==> config.mk <==
export PLATFORM = sky130hd
export DESIGN_NAME = imm_operand_encoder
export DESIGN_NICKNAME = d
export VERILOG_FILES = /design/src/rtl/exe_pkg.sv /design/src/rtl/rotate_left_even.sv /design/src/rtl/imm_operand_encoder.sv
export SDC_FILE = /design/constraint.sdc
export NUM_CORES = 1
export LEC_CHECK = 0
export CORE_ASPECT_RATIO = 1.5
export CORE_UTILIZATION = 55
export DETAILED_ROUTE_END_ITERATION = 8
export GPL_ROUTABILITY_DRIVEN = 0
export PLACE_DENSITY = 0.8
export SETUP_SLACK_MARGIN = 0.3
export SYNTH_ARGS = -nofsm -noshare
export SYNTH_HDL_FRONTEND = slang
export SYNTH_SLANG_ARGS = --single-unit
==> constraint.sdc <==
create_clock -name clk -period 7.45 [get_ports clk]
set_clock_uncertainty 0.15 [all_clocks]
set_input_delay 1.49 -clock clk [delete_from_list [all_inputs] [get_ports clk]]
set_output_delay 1.49 -clock clk [all_outputs]
set_load 0.05 [all_outputs]
==> src/rtl/exe_pkg.sv <==
// rtl/exe_pkg.sv - shared constants and state type for the immediate operand encoder
package exe_pkg;

    localparam int WORD_W          = 32;
    localparam int ROT_STEPS       = 16;
    localparam int SHIFT_OPERAND_W = 12;
    localparam int IMM8_W          = 8;
    localparam int ROT_W           = 4;

    typedef enum logic [1:0] {
        IDLE   = 2'd0,
        SEARCH = 2'd1,
        DONE   = 2'd2
    } enc_state_t;

endpackage

==> src/rtl/rotate_left_even.sv <==
// rtl/rotate_left_even.sv - combinational rotate-left by twice a 4-bit amount
module rotate_left_even
    import exe_pkg::*;
(
    input  logic [WORD_W-1:0] data,
    input  logic [ROT_W-1:0]  rot,
    output logic [WORD_W-1:0] rotated
);

    logic [2*WORD_W-1:0] doubled;

    // Shifting a doubled copy left leaves the wrapped-around bits in the upper half,
    // so the upper half is the rotated word; this undoes the decoder's rotate-right.
    always_comb begin
        doubled = {data, data} << {rot, 1'b0};
        rotated = doubled[2*WORD_W-1:WORD_W];
    end

endmodule

==> src/rtl/imm_operand_encoder.sv <==
// rtl/imm_operand_encoder.sv - searches for the rotated-immediate or 12-bit offset encoding of a constant
module imm_operand_encoder #(
    parameter int WORD_W    = 32,
    parameter int ROT_STEPS = 16
) (
    input  logic              clk,
    input  logic              rst,
    input  logic              start,
    input  logic              load_store,
    input  logic [WORD_W-1:0] value,
    output logic              busy,
    output logic              done,
    output logic              encodable,
    output logic [11:0]       shift_operand
);

    import exe_pkg::*;

    enc_state_t                 state, state_next;
    logic [ROT_W-1:0]           rot_cnt;
    logic [WORD_W-1:0]          value_q;
    logic                       ls_q;
    logic [WORD_W-1:0]          rotated;
    logic                       hit;
    logic                       last_rot;
    logic                       accept;
    logic                       load_result;
    logic                       enc_next;
    logic [SHIFT_OPERAND_W-1:0] so_next;

    rotate_left_even u_rot (
        .data    (value_q),
        .rot     (rot_cnt),
        .rotated (rotated)
    );

    assign hit      = (rotated[WORD_W-1:IMM8_W] == '0);
    assign last_rot = (rot_cnt == ROT_W'(ROT_STEPS - 1));
    assign busy     = (state == SEARCH);
    assign done     = (state == DONE);

    // Next state, request acceptance, and the result to latch when the search resolves.
    always_comb begin
        state_next  = state;
        accept      = 1'b0;
        load_result = 1'b0;
        enc_next    = 1'b0;
        so_next     = '0;
        case (state)
            IDLE, DONE: begin
                accept     = start;
                state_next = start ? SEARCH : IDLE;
            end
            SEARCH: begin
                if (ls_q || hit || last_rot) begin
                    state_next  = DONE;
                    load_result = 1'b1;
                end
            end
            default: state_next = IDLE;
        endcase
        if (ls_q) begin
            enc_next = (value_q[WORD_W-1:SHIFT_OPERAND_W] == '0);
            so_next  = enc_next ? value_q[SHIFT_OPERAND_W-1:0] : '0;
        end else if (hit) begin
            enc_next = 1'b1;
            so_next  = {rot_cnt, rotated[IMM8_W-1:0]};
        end
    end

    // State, captured request, rotation counter and held result fields.
    always_ff @(posedge clk) begin
        if (rst) begin
            state         <= IDLE;
            rot_cnt       <= '0;
            value_q       <= '0;
            ls_q          <= 1'b0;
            encodable     <= 1'b0;
            shift_operand <= '0;
        end else begin
            state <= state_next;
            if (accept) begin
                value_q <= value;
                ls_q    <= load_store;
                rot_cnt <= '0;
            end else if (state == SEARCH && !ls_q && !hit && !last_rot) begin
                rot_cnt <= rot_cnt + 1'b1;
            end
            if (load_result) begin
                encodable     <= enc_next;
                shift_operand <= so_next;
            end
        end
    end

endmodule

Word-level counts from Yosys, hierarchy flattened

Cells that the tools add are included.

Add/subtract/negate cells: 1
Multipliers: 0
Div/mod/pow operators: 0
Order comparisons: 0
Equal/unequal tests: 4
Shift-type cells: 1
Multiplexer cells: 11
Bitwise gates (word level): 0
Reduce and logical (&&, ||, !) cells: 13

Operator list:

| operator                                               | count |
|---|---|
| << shifter 64 x 5 -> 64 bit                            | 1 |
| two-way mux 12 bit                                     | 3 |
| zero test 24 bit                                       | 1 |
| zero test 20 bit                                       | 1 |
| two-way mux 1 bit                                      | 6 |
| adder 4 x 1 -> 4 bit (second input constant)           | 1 |
| == test 4 bit (second input constant)                  | 1 |
| case mux 2 bit (2 select lines)                        | 1 |
| OR reduction 2 bit                                     | 2 |
| logical AND 1 bit                                      | 3 |
| zero test 1 bit                                        | 3 |
| == test 2 x 1 -> 1 bit (second input constant)         | 1 |
| == test 2 bit (second input constant)                  | 1 |
| zero test 2 bit                                        | 1 |
| logical OR 1 bit                                       | 2 |
| two-way mux 2 bit                                      | 1 |
| inequality test 2 x 1 -> 1 bit (second input constant) | 1 |

Register bits after elaboration: 52
Latch bits: 0
Bits in writable memories: 0
ROM bits: 0
Bits of input ports: 36
Output and inout port bits: 15
Word-level logic and storage cells: 36
Memories kept: 0

Logic depth before layout (Yosys ltp)

Gate-level depths: netlist of run 1.

Depth in word-level cells: 6
Gate-level depth with buffers: 13
Gate-level depth less buffers: 7

Modules after synthesis

Synthesis of run 1 repeated with hierarchy kept, for this count alone.

Cell total of the unflattened synthesis: 369
Area total of the unflattened synthesis: 3987.6 µm²

By module, submodules not included:

| module              | times used | cells an instance | area an instance (µm²) | seq. area each (µm²) |
|---|---|---|---|---|
| imm_operand_encoder | 1          | 289               | 2387.3                 | 1041.0 |
| rotate_left_even    | 1          | 80                | 1600.3                 | 0.0 |

Worst setup path before layout of run 1

Ideal clock, no wire load.

Path kind: register to output
Start point: reg state[1]
End point: out busy
Data arrival time: 1.330 ns
Required time: 5.810 ns
Path slack: 4.480 ns
Cell stages (with the launch flop): 5
Buffers on the path: 2
Cells stage by stage: dfxtp_1 nand2b_1 clkbuf_1 inv_1 clkbuf_1

Cells in the longest elaborated chain, start to end: 1

Ends and longest elaborated chain:

| item                   | line                      | source |
|---|---|---|
| from (decl)            | imm_operand_encoder.sv:19 | `enc_state_t state, state_next;` |
| from (signal assigned) | imm_operand_encoder.sv:81 | `state <= state_next;` |
| == test 2 x 1 -> 1 bit | imm_operand_encoder.sv:39 | `assign busy = (state == SEARCH);` |
| to (decl)              | imm_operand_encoder.sv:11 | `output logic busy,` |

No other way between the ends.

Worst setup path after layout of run 1

Start point: reg state[0]
End point: out busy

Same word-level chain as after synthesis.

==> results of run 1 <==
-- worst min-delay path by stage --
stage          depth (start not counted)                  endpoint                      from  slack [ns]
2_1_floorplan                          2   value_q[0]$_SDFFE_PP0P_   value_q[0]$_SDFFE_PP0P_        0.32
3_3_place_gp                           2  value_q[24]$_SDFFE_PP0P_  value_q[24]$_SDFFE_PP0P_        0.34
3_5_place_dp                           2  value_q[24]$_SDFFE_PP0P_  value_q[24]$_SDFFE_PP0P_        0.35
4_1_cts                                2  value_q[24]$_SDFFE_PP0P_  value_q[24]$_SDFFE_PP0P_        0.36
5_1_grt                                2  value_q[24]$_SDFFE_PP0P_  value_q[24]$_SDFFE_PP0P_        0.39
6_report                               2  value_q[24]$_SDFFE_PP0P_  value_q[24]$_SDFFE_PP0P_        0.36
-- routing by layer --
metal	vias to the layer above	part of all wire [%]
met4	0	4.5
li1	1676	-
met3	46	6.5
met5	-	0
met1	1647	37
met2	178	52
-- cell usage after synthesis (all sizes together), types with 8 or more instances --
| cell type | instances | area, um^2 |
|---|---|---|
| dfxtp | 52 | 1040 |
| mux4 | 25 | 563 |
| inv | 12 | 45.0 |
| mux2i | 21 | 210 |
| nor3 | 8 | 40.0 |
| nor2 | 24 | 90.1 |
| o21ai | 12 | 60.1 |
| nand2 | 77 | 289 |
| nand3 | 9 | 45.0 |
| clkbuf | 25 | 93.8 |
| a21oi | 44 | 220 |
| buf | 17 | 124 |
| a32oi | 12 | 105 |
| mux2 | 8 | 97.6 |
-- cell type report --
class	instances	area (um^2)
Clock inverter	1	7.51
Antenna cell	1	2.50
Multi-Input combinational cell	326	2410
Tap cell	76	95.1
Fill cell	566	2250
Clock buffer	7	86.3
Inverter	12	45.0
Sequential cell	52	1040
Timing Repair Buffer	57	553
-- registers in the layout (all words and copies together), names as in the netlist --
register / count
encodable: 1
ls_q: 1
rot_cnt: 4
shift_operand: 12
state: 2
value_q: 32
-- power breakdown --
| part | switching [mW] | total (mW) | internal [mW] |
|---|---|---|---|
| sequential | 0.0263 | 0.318 | 0.292 |
| clock | 0.0891 | 0.165 | 0.0756 |
| combinational | 0.0832 | 0.157 | 0.0740 |
-- cells by family after synthesis --
logic type	Yosys count
AO/OA/AOI/OAI	109
buffers and inverters	54
adder cells (fa/ha/maj)	1
AND/OR/NAND/NOR	161
XOR/XNOR	1
multiplexers	54
flip-flops	52
-- per-stage QoR --
step | hold WS, ns | setup WS, ns | utilization, %
floorplan | 0.321 | 4.48 | -
global placement | 0.344 | 4.04 | 63.9
detailed placement | 0.349 | 3.97 | 63.9
CTS | 0.361 | 3.64 | 65.3
global route | 0.385 | 3.54 | 65.3
finish | 0.361 | 3.66 | 65.4
-- worst register-to-register path, delay by kind of cell, from the launching register on --
kind	cells	cell delay (ns)
AO/OA/AOI/OAI	3	1.02
AND/OR/NAND/NOR	2	0.39
flip-flops	1	0.33
multiplexers	2	0.66
buffers and inverters	2	0.92
==> summary.txt, run 1 <==
Yosys
  – Synth async-reset ratio: 0%
  – Synth Cell Area: about 3700 um^2
  – Dominant combinational cell family by area after synthesis: multiplexers
  – Multiplexer share of the synthesized area: a little under a quarter
  – Most instantiated flip-flop cell in the synthesis netlist: sky130_fd_sc_hd__dfxtp_1
  – Number of enable-type register cells in the synthesized netlist: 0
  – Count of distinct cell types in the synthesized netlist: 53
  – Post-Synth Adder-Cell Area: 0.337%
  – Synthesized flop and latch total: 52
  – Net count after synthesis: about 470
  – Post-Synth Simple-Gate Area: between 20 and 25%
  – Average footprint of a synthesized cell: around 8.6 um^2
  – Xor and xnor fraction of the mapped netlist area: less than 1%
  – Post-synthesis cell count: approximately 430
  – Compound-Gate Fraction of Synth Area: ~20%
  – Yosys warning total: 0
  – Share of synthesized area occupied by flip-flops and latches: between 20 and 30%

STA
  – Final sum of negative setup slack: 0 ns
  – FMAX: 264 MHz
  – Worst Max-Slew Pin Slew: between 1 and 1.5 ns
  – Time the final worst path needs with I/O delays and setup: 3.79 ns
  – Ratio of final minimum period to clock period: around 50%
  – Setup violators final: 0
  – Number of max-slew violations in the final report: 0
  – Setup repair after global routing missed its margin: false
  – Worst slew margin: between 20% and 30%
  – Final hold violations: 0

Worst setup path
  – Classification of the worst setup path: reg -> out
  – Reg2Reg Launch Point: rot_cnt[1]$_SDFFE_PP0P_
  – Critical path endpoint: busy
  – Crit-path cells: nand2b_1 -> inv_1 -> clkdlybuf4s50_1
  – Worst R2R Setup Slack: 3.90 ns
  – Endpoint class of the critical path: output port
  – Delay of the slowest cell on the worst path: 0.88 ns
  – Logic depth of the worst path, buffers included: 3
  – Type of element launching the critical path: register
  – Worst setup path start: state[0]$_SDFFE_PP0P_
  – Data required time at the worst endpoint: slightly below 6 ns
  – Number of buffers and inverters on the critical path: 2
  – Endpoint of the worst register-to-register path: rot_cnt[1]$_SDFFE_PP0P_
  – Worst Reg2Reg Path Length in Cells: 9
  – Top cell family by delay on the critical path: buffers and inverters
  – Maximum fanout count along the critical path: 13
  – Data arrival time of the critical path: 2.15 ns
  – Worst-path cell with the longest stage delay: sky130_fd_sc_hd__clkdlybuf4s50_1

Clocking
  – Library cell used as clock root buffer: sky130_fd_sc_hd__clkbuf_8
  – Post-cts resize count: 0
  – # H-tree levels: 2
  – Clock latency at the later pin of the worst-skew pair: 0.30 ns
  – TritonCTS clock tree: built
  – Post-CTS setup repair buffer count: 0
  – Number of buffers on the longest clock path: 2
  – Clock Sinks: 52
  – Clock-pin slew of the registers on the worst-case setup and hold paths: around 0.090 ns
  – Number of hold buffers added after cts: 0
  – CTS buffer count: 5

GRT
  – Largest net degree at the start of global routing: 54
  – GRT met2 Usage: 48.6%
  – Number of global-route vias before repair: approximately 3,200
  – Most used routing layer in global routing: met2
  – Met3 layer usage reported by global route: 3.71%
  – Wire length of the first global-routing pass: about 16,000 um
  – Met1 Track Usage GR: between 30% and 40%
  – Global-route total usage across every layer: roughly 28%
  – Number of antenna violations at the first check in global routing: 0
  – Overflow left after global routing: 0

Drt
  – First-iteration detailed-routing DRC count: 289
  – Detailed-router iteration count before antenna repair: 8
  – Post-detailed-route DRC marker count: 0
  – Vias after detailed routing: about 3,500
  – Post-detailed-routing wire length: 9420 um
  – Routed wire per std cell: roughly 18 um
  – Routed Antenna Nets: 0
  – Routed via count divided by cell count: roughly 6.7

Finish
  – Most frequent standard cell in the layout excluding fill and tap cells: sky130_fd_sc_hd__nand2_1
  – Filler-free cell count of the finished design: approximately 530
  – Share of cells above drive strength 1: between 10% and 20%
  – Commonest cells after routing, fill and taps aside: sky130_fd_sc_hd__nand2_1, sky130_fd_sc_hd__dfxtp_1, sky130_fd_sc_hd__clkdlybuf4s50_1
  – Signed area change from the synthesized netlist to the final layout: 14.3%
  – Total non-filler cell area in the finished layout: 4240 um^2
  – Net count of the finished layout: around 490

Floorplan
  – Count of boundary I/O pins: 51
  – Die outline area: about 7100 um^2
  – Height of the die: 103 um
  – Placement Rows: 36
  – Initial cell density of the core: a little under three fifths
  – Core footprint: 6490 um^2
  – Die Width: slightly below 70 um

Power
  – Maximum resistive drop on vdd: 0.0000999 V
  – Total leakage power: 1.36 nW
  – Power density over cell area: between 150 and 200 nW/um^2
  – Total power: 0.640 mW

Outcome
  – Run status: completed

Placed design
  – Cell Area, Placed: about 4100 um^2
  – Port bufs: 50
  – Number of placed instances, taps included: approximately 520
  – Post-DP HPWL: 6700 um

Flow run
  – Max Cap Violations: 0

Min path
  – Worst min path class: reg -> reg
No activity file was read; power rests on OpenSTA's default activity.
==> inputs of run 2 (changes only) <==
- CORE_UTILIZATION: 55 -> 50
- PLACE_DENSITY: 0.8 -> 0.77
- clock period: 7.45 -> 3.23 ns (I/O delays scaled with it)
==> summary.txt, run 2 (synthesis gave the netlist of run 1 again) <==
STA
  – Final sum of negative setup slack: 0 ns (unchanged)
  – FMAX: 334 MHz
  – Ratio of final minimum period to clock period: 92.7%
  – Slack of the critical path: 0.235 ns (-3.42 ns)
  – Final hold violations: 0 (unchanged)
  – Number of max-slew violations in the final report: 0 (unchanged)
  – Time the final worst path needs with I/O delays and setup: around 3 ns
  – Worst Max-Slew Pin Slew: 0.944 ns (-0.235 ns)
  – Final worst hold slack: 0.373 ns (+0.0119 ns)
  – Setup repair after global routing missed its margin: true
  – Setup violators final: 0 (unchanged)
  – Worst slew margin: 36.5% (+15 points)

Clocking
  – Number of buffers on the longest clock path: 2 (unchanged)
  – Library cell used as clock root buffer: sky130_fd_sc_hd__clkbuf_8
  – Clock latency at the later pin of the worst-skew pair: 0.32 ns (+0.02 ns)
  – CTS buffer count: 5 (unchanged)
  – Clock Sinks: 52 (unchanged)
  – # H-tree levels: 2 (unchanged)
  – Clock-pin slew of the registers on the worst-case setup and hold paths: 0.10 ns (about the same)
  – Number of hold buffers added after cts: 0 (unchanged)
  – TritonCTS clock tree: built

Placed design
  – Post-DP HPWL: 7470 um (+11%)
  – Port bufs: 50 (unchanged)
  – Number of placed instances, taps included: 562 (+7.5%)
  – Post-placement worst setup slack: 0.0809 ns (-3.89 ns)
  – Cell Area, Placed: 4340 um^2 (+4.7%)

Power
  – Maximum resistive drop on vdd: 0.000207 V (+110%)
  – Power density over cell area: 330 nW/um^2 (+120%)
  – Total power: 1.59 mW (+150%)
  – Total leakage power: 1.61 nW (+19%)

Finish
  – Commonest cells after routing, fill and taps aside: sky130_fd_sc_hd__nand2_1, sky130_fd_sc_hd__clkdlybuf4s50_1, sky130_fd_sc_hd__dfxtp_1
  – Total non-filler cell area in the finished layout: 4820 um^2 (+14%)
  – Number of filler cells placed in the layout: 598 (+5.7%)
  – Largest registers ranked by flip-flop count: value_q (32), shift_operand (12), rot_cnt (4)
  – Share of cells above drive strength 1: 21.3% (+10 points)
  – Filler-free cell count of the finished design: 589 (+11%)
  – Share of the core filled with cells in the final layout: 66.7% (+1.3 points)
  – Net count of the finished layout: 525 (+6.9%)
  – Diodes inserted: 0 (-1)
  – Most frequent standard cell in the layout excluding fill and tap cells: sky130_fd_sc_hd__nand2_1
  – Max reg flops: 32 (unchanged)
  – Most flop-heavy register: value_q
  – Signed area change from the synthesized netlist to the final layout: 30.0%

Worst setup path
  – Crit-path cells: buf_4 -> buf_4 -> xor2_2 -> a222oi_1 -> o32ai_2 -> buf_4 -> o211ai_1 -> a222oi_1 -> buf_4 -> buf_4 -> or4_4 -> a21boi_2
  – Type of element launching the critical path: register
  – Worst Reg2Reg Path Length in Cells: 12 (+3)
  – Delay of the slowest cell on the worst path: 0.52 ns (-0.36 ns)
  – Maximum fanout count along the critical path: 10 (-3)
  – Data required time at the worst endpoint: 3.33 ns (-2.48 ns)
  – Classification of the worst setup path: reg -> reg
  – Worst path most repeated cell: sky130_fd_sc_hd__buf_4
  – Logic depth of the worst path, buffers included: 12 (+9)
  – Number of buffers and inverters on the critical path: 5 (+3)
  – Worst-path cell with the longest stage delay: sky130_fd_sc_hd__or4_4
  – Data arrival time of the critical path: 3.10 ns (+0.95 ns)
  – Top cell family by delay on the critical path: buffers and inverters
  – Endpoint class of the critical path: register

GRT
  – Overflow left after global routing: 0 (unchanged)
  – Global-route total usage across every layer: 30.3% (+2.7 points)
  – Largest net degree at the start of global routing: 45 (-17%)
  – Number of global-route vias before repair: 3,606 (+11%)
  – Number of antenna violations at the first check in global routing: 0 (unchanged)
  – Wire length of the first global-routing pass: 18,200 um (+15%)

Drt
  – Post-detailed-route DRC marker count: 0 (unchanged)
  – First-iteration detailed-routing DRC count: 543 (+88%)
  – Post-detailed-routing wire length: 11,600 um (+23%)
  – Detailed-router iteration count before antenna repair: 5 (-3)
  – Routed Antenna Nets: 0 (unchanged)
  – Vias after detailed routing: 3,898 (+9.9%)
  – Routed wire per std cell: 19.6 um (+11%)
  – Routed via count divided by cell count: 6.62 (-0.74%)

Outcome
  – Run status: completed

Min path
  – Hold path cells: 2 (unchanged)
  – Worst min path class: reg -> reg

Floorplan
  – Die outline area: 7770 um^2 (+9.8%)
  – Placement Rows: 38 (+5.6%)
  – Die Width: 72.3 um (+4.7%)
  – Core footprint: 7230 um^2 (+11%)
  – Height of the die: 107 um (+4.8%)
  – Initial cell density of the core: 51.3% (-5.9 points)
  – Count of boundary I/O pins: 51 (unchanged)

Flow run
  – Max Cap Violations: 0 (unchanged)
[run 2: cell count changes in the layout (fill, tap and decap cells not counted), sizes merged]
| cell | delta |
|---|---|
| clkbuf | +3 |
| buf | +30 |
| bufbuf | +2 |
| clkinvlp | -1 |
| diode | -1 |
[run 2: cell type report]
| class | instances | area, um^2 | area share [%] |
|---|---|---|---|
| clock buffer | 8 | 90.1 | 1.87 |
| timing repair buffer | 91 | 982 | 20.4 |
| multi-input combinational | 326 | 2520 | 52.4 |
| sequential | 52 | 1050 | 21.8 |
| inverter | 12 | 45.0 | 0.935 |
| tap | 100 | 125 | 2.60 |
[run 2: routing by layer]
layer / wire length [um] / GRT usage [%] / vias up / part of all wire, %
met5: 0 / 0 / - / 0
met4: 805 / 17.8 / 0 / 7.0
met3: 1050 / 6.09 / 93 / 9.1
met2: 5660 / 50.7 / 275 / 49
met1: 4050 / 35.2 / 1795 / 35
li1: - / - / 1735 / -
[run 2: worst min-delay path: cells and delay by family, from the launching register on]
kind             cells  cell delay (ns)
flip-flops           1             0.36
AND/OR/NAND/NOR      1             0.07
AO/OA/AOI/OAI        1             0.05
[run 2: power breakdown]
part           switching [mW]  total [mW]  leakage, nW  internal [mW]
Sequential             0.0651       0.736        0.427          0.671
Combinational           0.230       0.456         1.14          0.226
Clock                   0.223       0.398       0.0455          0.176
[run 2: path summary, 6_finish.rpt]
path                             from                       end  slack [ns]
max           rot_cnt[1]$_SDFFE_PP0P_   rot_cnt[2]$_SDFFE_PP0P_        0.23
min          value_q[27]$_SDFFE_PP0P_  value_q[27]$_SDFFE_PP0P_        0.37
max reg2reg   rot_cnt[1]$_SDFFE_PP0P_   rot_cnt[2]$_SDFFE_PP0P_        0.23
min reg2reg  value_q[27]$_SDFFE_PP0P_  value_q[27]$_SDFFE_PP0P_        0.37
[run 2: what timing repair did]
item / CTS / global route
setup buffers: 7 / 6
pin swaps: 1 / 10
cloned: 3 / 3
gates resized for setup: 16 / 24
setup endpoints to repair: 19 / 19
==> inputs of run 3 (changes only) <==
- ABC_AREA: default -> 1
- CORE_UTILIZATION: 50 -> 51
- PLACE_DENSITY: 0.77 -> 0.78
==> summary.txt, run 3 <==
STA
  – Final worst hold slack: 0.373 ns (-0.00000100 ns)
  – FMAX: 379 MHz (+13%)
  – Time the final worst path needs with I/O delays and setup: 2.64 ns (-0.356 ns)
  – Number of max-slew violations in the final report: 0 (unchanged)
  – Setup violators final: 0 (unchanged)
  – Setup repair after global routing missed its margin: false
  – Ratio of final minimum period to clock period: 81.7% (-11 points)
  – Worst Max-Slew Pin Slew: 0.655 ns (-0.289 ns)
  – Final hold violations: 0 (unchanged)
  – Worst slew margin: 56.3% (+20 points)
  – Slack of the critical path: 0.590 ns (+0.356 ns)
  – Final sum of negative setup slack: 0 ns (unchanged)

Floorplan
  – Count of boundary I/O pins: 51 (unchanged)
  – Placement Rows: 38 (unchanged)
  – Height of the die: 109 um (+0.98%)
  – Initial cell density of the core: 53.0% (+1.7 points)
  – Die outline area: 7920 um^2 (+2.0%)
  – Die Width: 73.0 um (+0.97%)
  – Core footprint: 7270 um^2 (+0.66%)

Worst setup path
  – Data arrival time of the critical path: 1.84 ns (-1.26 ns)
  – Reg2Reg Launch Point: rot_cnt[1]$_SDFFE_PP0P_
  – Maximum fanout count along the critical path: 15 (+5)
  – Endpoint of the worst register-to-register path: shift_operand[3]$_SDFFE_PP0P_
  – Worst R2R Setup Slack: 0.66 ns (+0.43 ns)
  – Worst-path cell with the longest stage delay: sky130_fd_sc_hd__clkdlybuf4s50_1
  – Data required time at the worst endpoint: 2.43 ns (-0.90 ns)
  – Classification of the worst setup path: reg -> out
  – Crit-path cells: inv_1 -> nor2_1 -> buf_4 -> clkdlybuf4s50_1
  – Type of element launching the critical path: register
  – Endpoint class of the critical path: output port
  – Delay of the slowest cell on the worst path: 0.83 ns (+0.31 ns)
  – Worst Reg2Reg Path Length in Cells: 15 (+3)

Yosys
  – Count of distinct cell types in the synthesized netlist: 29 (-45%)
  – Post-Synth Simple-Gate Area: 54.9% (+34 points)
  – Main area contributors after synthesis: sky130_fd_sc_hd__dfxtp_1, sky130_fd_sc_hd__nand2_1, sky130_fd_sc_hd__nand3_1
  – Synth async-reset ratio: 0% (unchanged)
  – Fraction of post-synthesis cell area in the top cell type by area: 27.0% (-1.1 points)
  – Library cell with the highest instance count after synthesis: sky130_fd_sc_hd__nand2_1
  – Compound-Gate Fraction of Synth Area: 6.94% (-13 points)
  – Synth Cell Area: 3860 um^2 (+4.0%)
  – Xor and xnor fraction of the mapped netlist area: 0% (-0.24 points)
  – Number of enable-type register cells in the synthesized netlist: 0 (unchanged)
  – Yosys warning total: 0 (unchanged)
  – Multiplexer share of the synthesized area: 0% (-23 points)
  – Dominant combinational cell family by area after synthesis: simple AND/OR/NAND/NOR gates
  – Share of synthesized area occupied by flip-flops and latches: 27.0% (-1.1 points)
  – Net count after synthesis: 742 (+58%)
  – Post-synthesis cell type with the largest combined area: sky130_fd_sc_hd__dfxtp_1
  – Top cells by count, synth: sky130_fd_sc_hd__nand2_1, sky130_fd_sc_hd__nor2_1, sky130_fd_sc_hd__nand3_1
  – Average footprint of a synthesized cell: 5.47 um^2 (-36%)
  – Post-Synth Adder-Cell Area: 0.324% (-0.013 points)
  – Most instantiated flip-flop cell in the synthesis netlist: sky130_fd_sc_hd__dfxtp_1
  – Post-synthesis cell count: 705 (+63%)
  – Synthesized flop and latch total: 52 (unchanged)

Placed design
  – Number of placed instances, taps included: 824 (+47%)
  – Post-DP HPWL: 8280 um (+11%)
  – Post-placement worst setup slack: 0.691 ns (+0.610 ns)
  – Port bufs: 50 (unchanged)

Finish
  – Largest registers ranked by flip-flop count: value_q (32), shift_operand (12), rot_cnt (4)
  – Most flop-heavy register: value_q
  – Area taken by multi-input logic gates: 2400 um^2 (-5.1%)
  – Number of filler cells placed in the layout: 740 (+24%)
  – Share of the core filled with cells in the final layout: 60.8% (-5.9 points)
  – Net count of the finished layout: 768 (+46%)
  – Max reg flops: 32 (unchanged)
  – Diodes inserted: 0 (unchanged)
  – Filler-free cell count of the finished design: 832 (+41%)
  – Share of cells above drive strength 1: 3.55% (-18 points)
  – Storage cell area: 1040 um^2 (-1.1%)
  – Commonest cells after routing, fill and taps aside: sky130_fd_sc_hd__nand2_1, sky130_fd_sc_hd__nor2_1, sky130_fd_sc_hd__nand3_1
  – Most frequent standard cell in the layout excluding fill and tap cells: sky130_fd_sc_hd__nand2_1
  – Signed area change from the synthesized netlist to the final layout: 14.6%

Power
  – Seq pwr share: 43.2% (-3.1 points)
  – Total leakage power: 2.12 nW (+31%)
  – Share of power burned in the clock network: 22.8% (-2.2 points)
  – Power share of the combinational group: 34.0% (+5.3 points)
  – Maximum resistive drop on vdd: 0.000274 V (+32%)
  – Power density over cell area: 386 nW/um^2 (+17%)
  – Cell-internal power: 1.07 mW (-0.46%)
  – Net Sw Power: 0.636 mW (+23%)
  – Switching share of power: 37.3% (+4.8 points)

Clocking
  – Clock-pin slew of the registers on the worst-case setup and hold paths: 0.10 ns (about the same)
  – Number of hold buffers added after cts: 0 (unchanged)
  – Clock Sinks: 52 (unchanged)
  – Post-CTS setup repair buffer count: 0 (-7)
  – Clock latency at the later pin of the worst-skew pair: 0.32 ns (about the same)
  – TritonCTS clock tree: built
  – Number of buffers on the longest clock path: 2 (unchanged)
  – Library cell used as clock root buffer: sky130_fd_sc_hd__clkbuf_8
  – CTS buffer count: 5 (unchanged)
  – # H-tree levels: 2 (unchanged)
  – Post-cts resize count: 0 (-16)

Drt
  – Post-detailed-route DRC marker count: 0 (unchanged)
  – Post-detailed-routing wire length: 10,800 um (-6.4%)
  – Routed wire per std cell: 13.0 um (-34%)
  – First-iteration detailed-routing DRC count: 379 (-30%)
  – Vias after detailed routing: 4,441 (+14%)
  – Routed via count divided by cell count: 5.34 (-19%)
  – Routed Antenna Nets: 0 (unchanged)
  – Detailed-router iteration count before antenna repair: 5 (unchanged)

GRT
  – Wire length of the first global-routing pass: 17,600 um (-3.4%)
  – Number of antenna violations at the first check in global routing: 0 (unchanged)
  – Overflow left after global routing: 0 (unchanged)
  – Largest net degree at the start of global routing: 36 (-20%)
  – Number of global-route vias before repair: 3,871 (+7.3%)
  – Global-route total usage across every layer: 28.7% (-1.6 points)

Min path
  – Worst min path class: reg -> reg
  – Endpoint of the worst hold path: shift_operand[2]$_SDFFE_PP0P_
  – Hold path startpoint: shift_operand[2]$_SDFFE_PP0P_
  – Hold path cells: 4 (+2)

Flow run
  – Max Cap Violations: 0 (unchanged)

Outcome
  – Run status: completed
run 3: area by class of cell:
class / count / area share (%)
clock inverters: 1 / 0.170
multi-input cells: 560 / 54.2
repair buffers: 57 / 12.5
clock buffers: 7 / 1.95
flip-flops and latches: 52 / 23.5
well taps: 100 / 2.83
inverters: 55 / 4.76
run 3: layer usage:
layer	wire length (um)	global-route usage (%)	vias to the layer above
met4	563	15.3	0
met1	4490	35.8	1930
li1	-	-	2280
met5	0	0	-
met2	5040	47.6	190
met3	723	3.36	41
run 3: worst max-delay path: cells and delay by family, from the launching register on:
kind	cells	cell delay, ns
flip-flops	1	0.34
AND/OR/NAND/NOR	1	0.08
buffers and inverters	3	1.11
run 3: kinds of logic after synthesis:
| kind of cell | count (synthesis) |
|---|---|
| and+or+nand+nor | 506 |
| buffers and inverters | 93 |
| AOI/OAI and AO/OA | 53 |
| DFF | 52 |
| adders and majority gates | 1 |
run 3: metrics by stage:
step	power, mW	cell area (um^2)
global route	1.82	4420
global placement	1.31	4330
CTS	1.71	4420
floorplan	1.16	3860
finish	1.70	4420
detailed placement	1.32	4330
run 3: how the worst max path moves through the flow:
stage / startpoint / slack [ns] / cells after the start / endpoint
2_1_floorplan: state[0]$_SDFFE_PP0P_ / 1.11 / 3 / busy
3_3_place_gp: rot_cnt[1]$_SDFFE_PP0P_ / 0.76 / 15 / shift_operand[6]$_SDFFE_PP0P_
3_5_place_dp: rot_cnt[1]$_SDFFE_PP0P_ / 0.69 / 15 / shift_operand[3]$_SDFFE_PP0P_
4_1_cts: state[0]$_SDFFE_PP0P_ / 0.60 / 4 / busy
5_1_grt: rot_cnt[1]$_SDFFE_PP0P_ / 0.30 / 15 / shift_operand[3]$_SDFFE_PP0P_
6_report: state[0]$_SDFFE_PP0P_ / 0.59 / 4 / busy
run 3: power by group through the flow:
stage / clock (mW) / combinational, mW / sequential [mW]
final: 0.389 / 0.579 / 0.737
after global routing: 0.418 / 0.655 / 0.744
after CTS: 0.398 / 0.572 / 0.736
after detailed placement: 0 / 0.570 / 0.751
after global placement: 0 / 0.561 / 0.749
after floorplan: 0 / 0.404 / 0.758
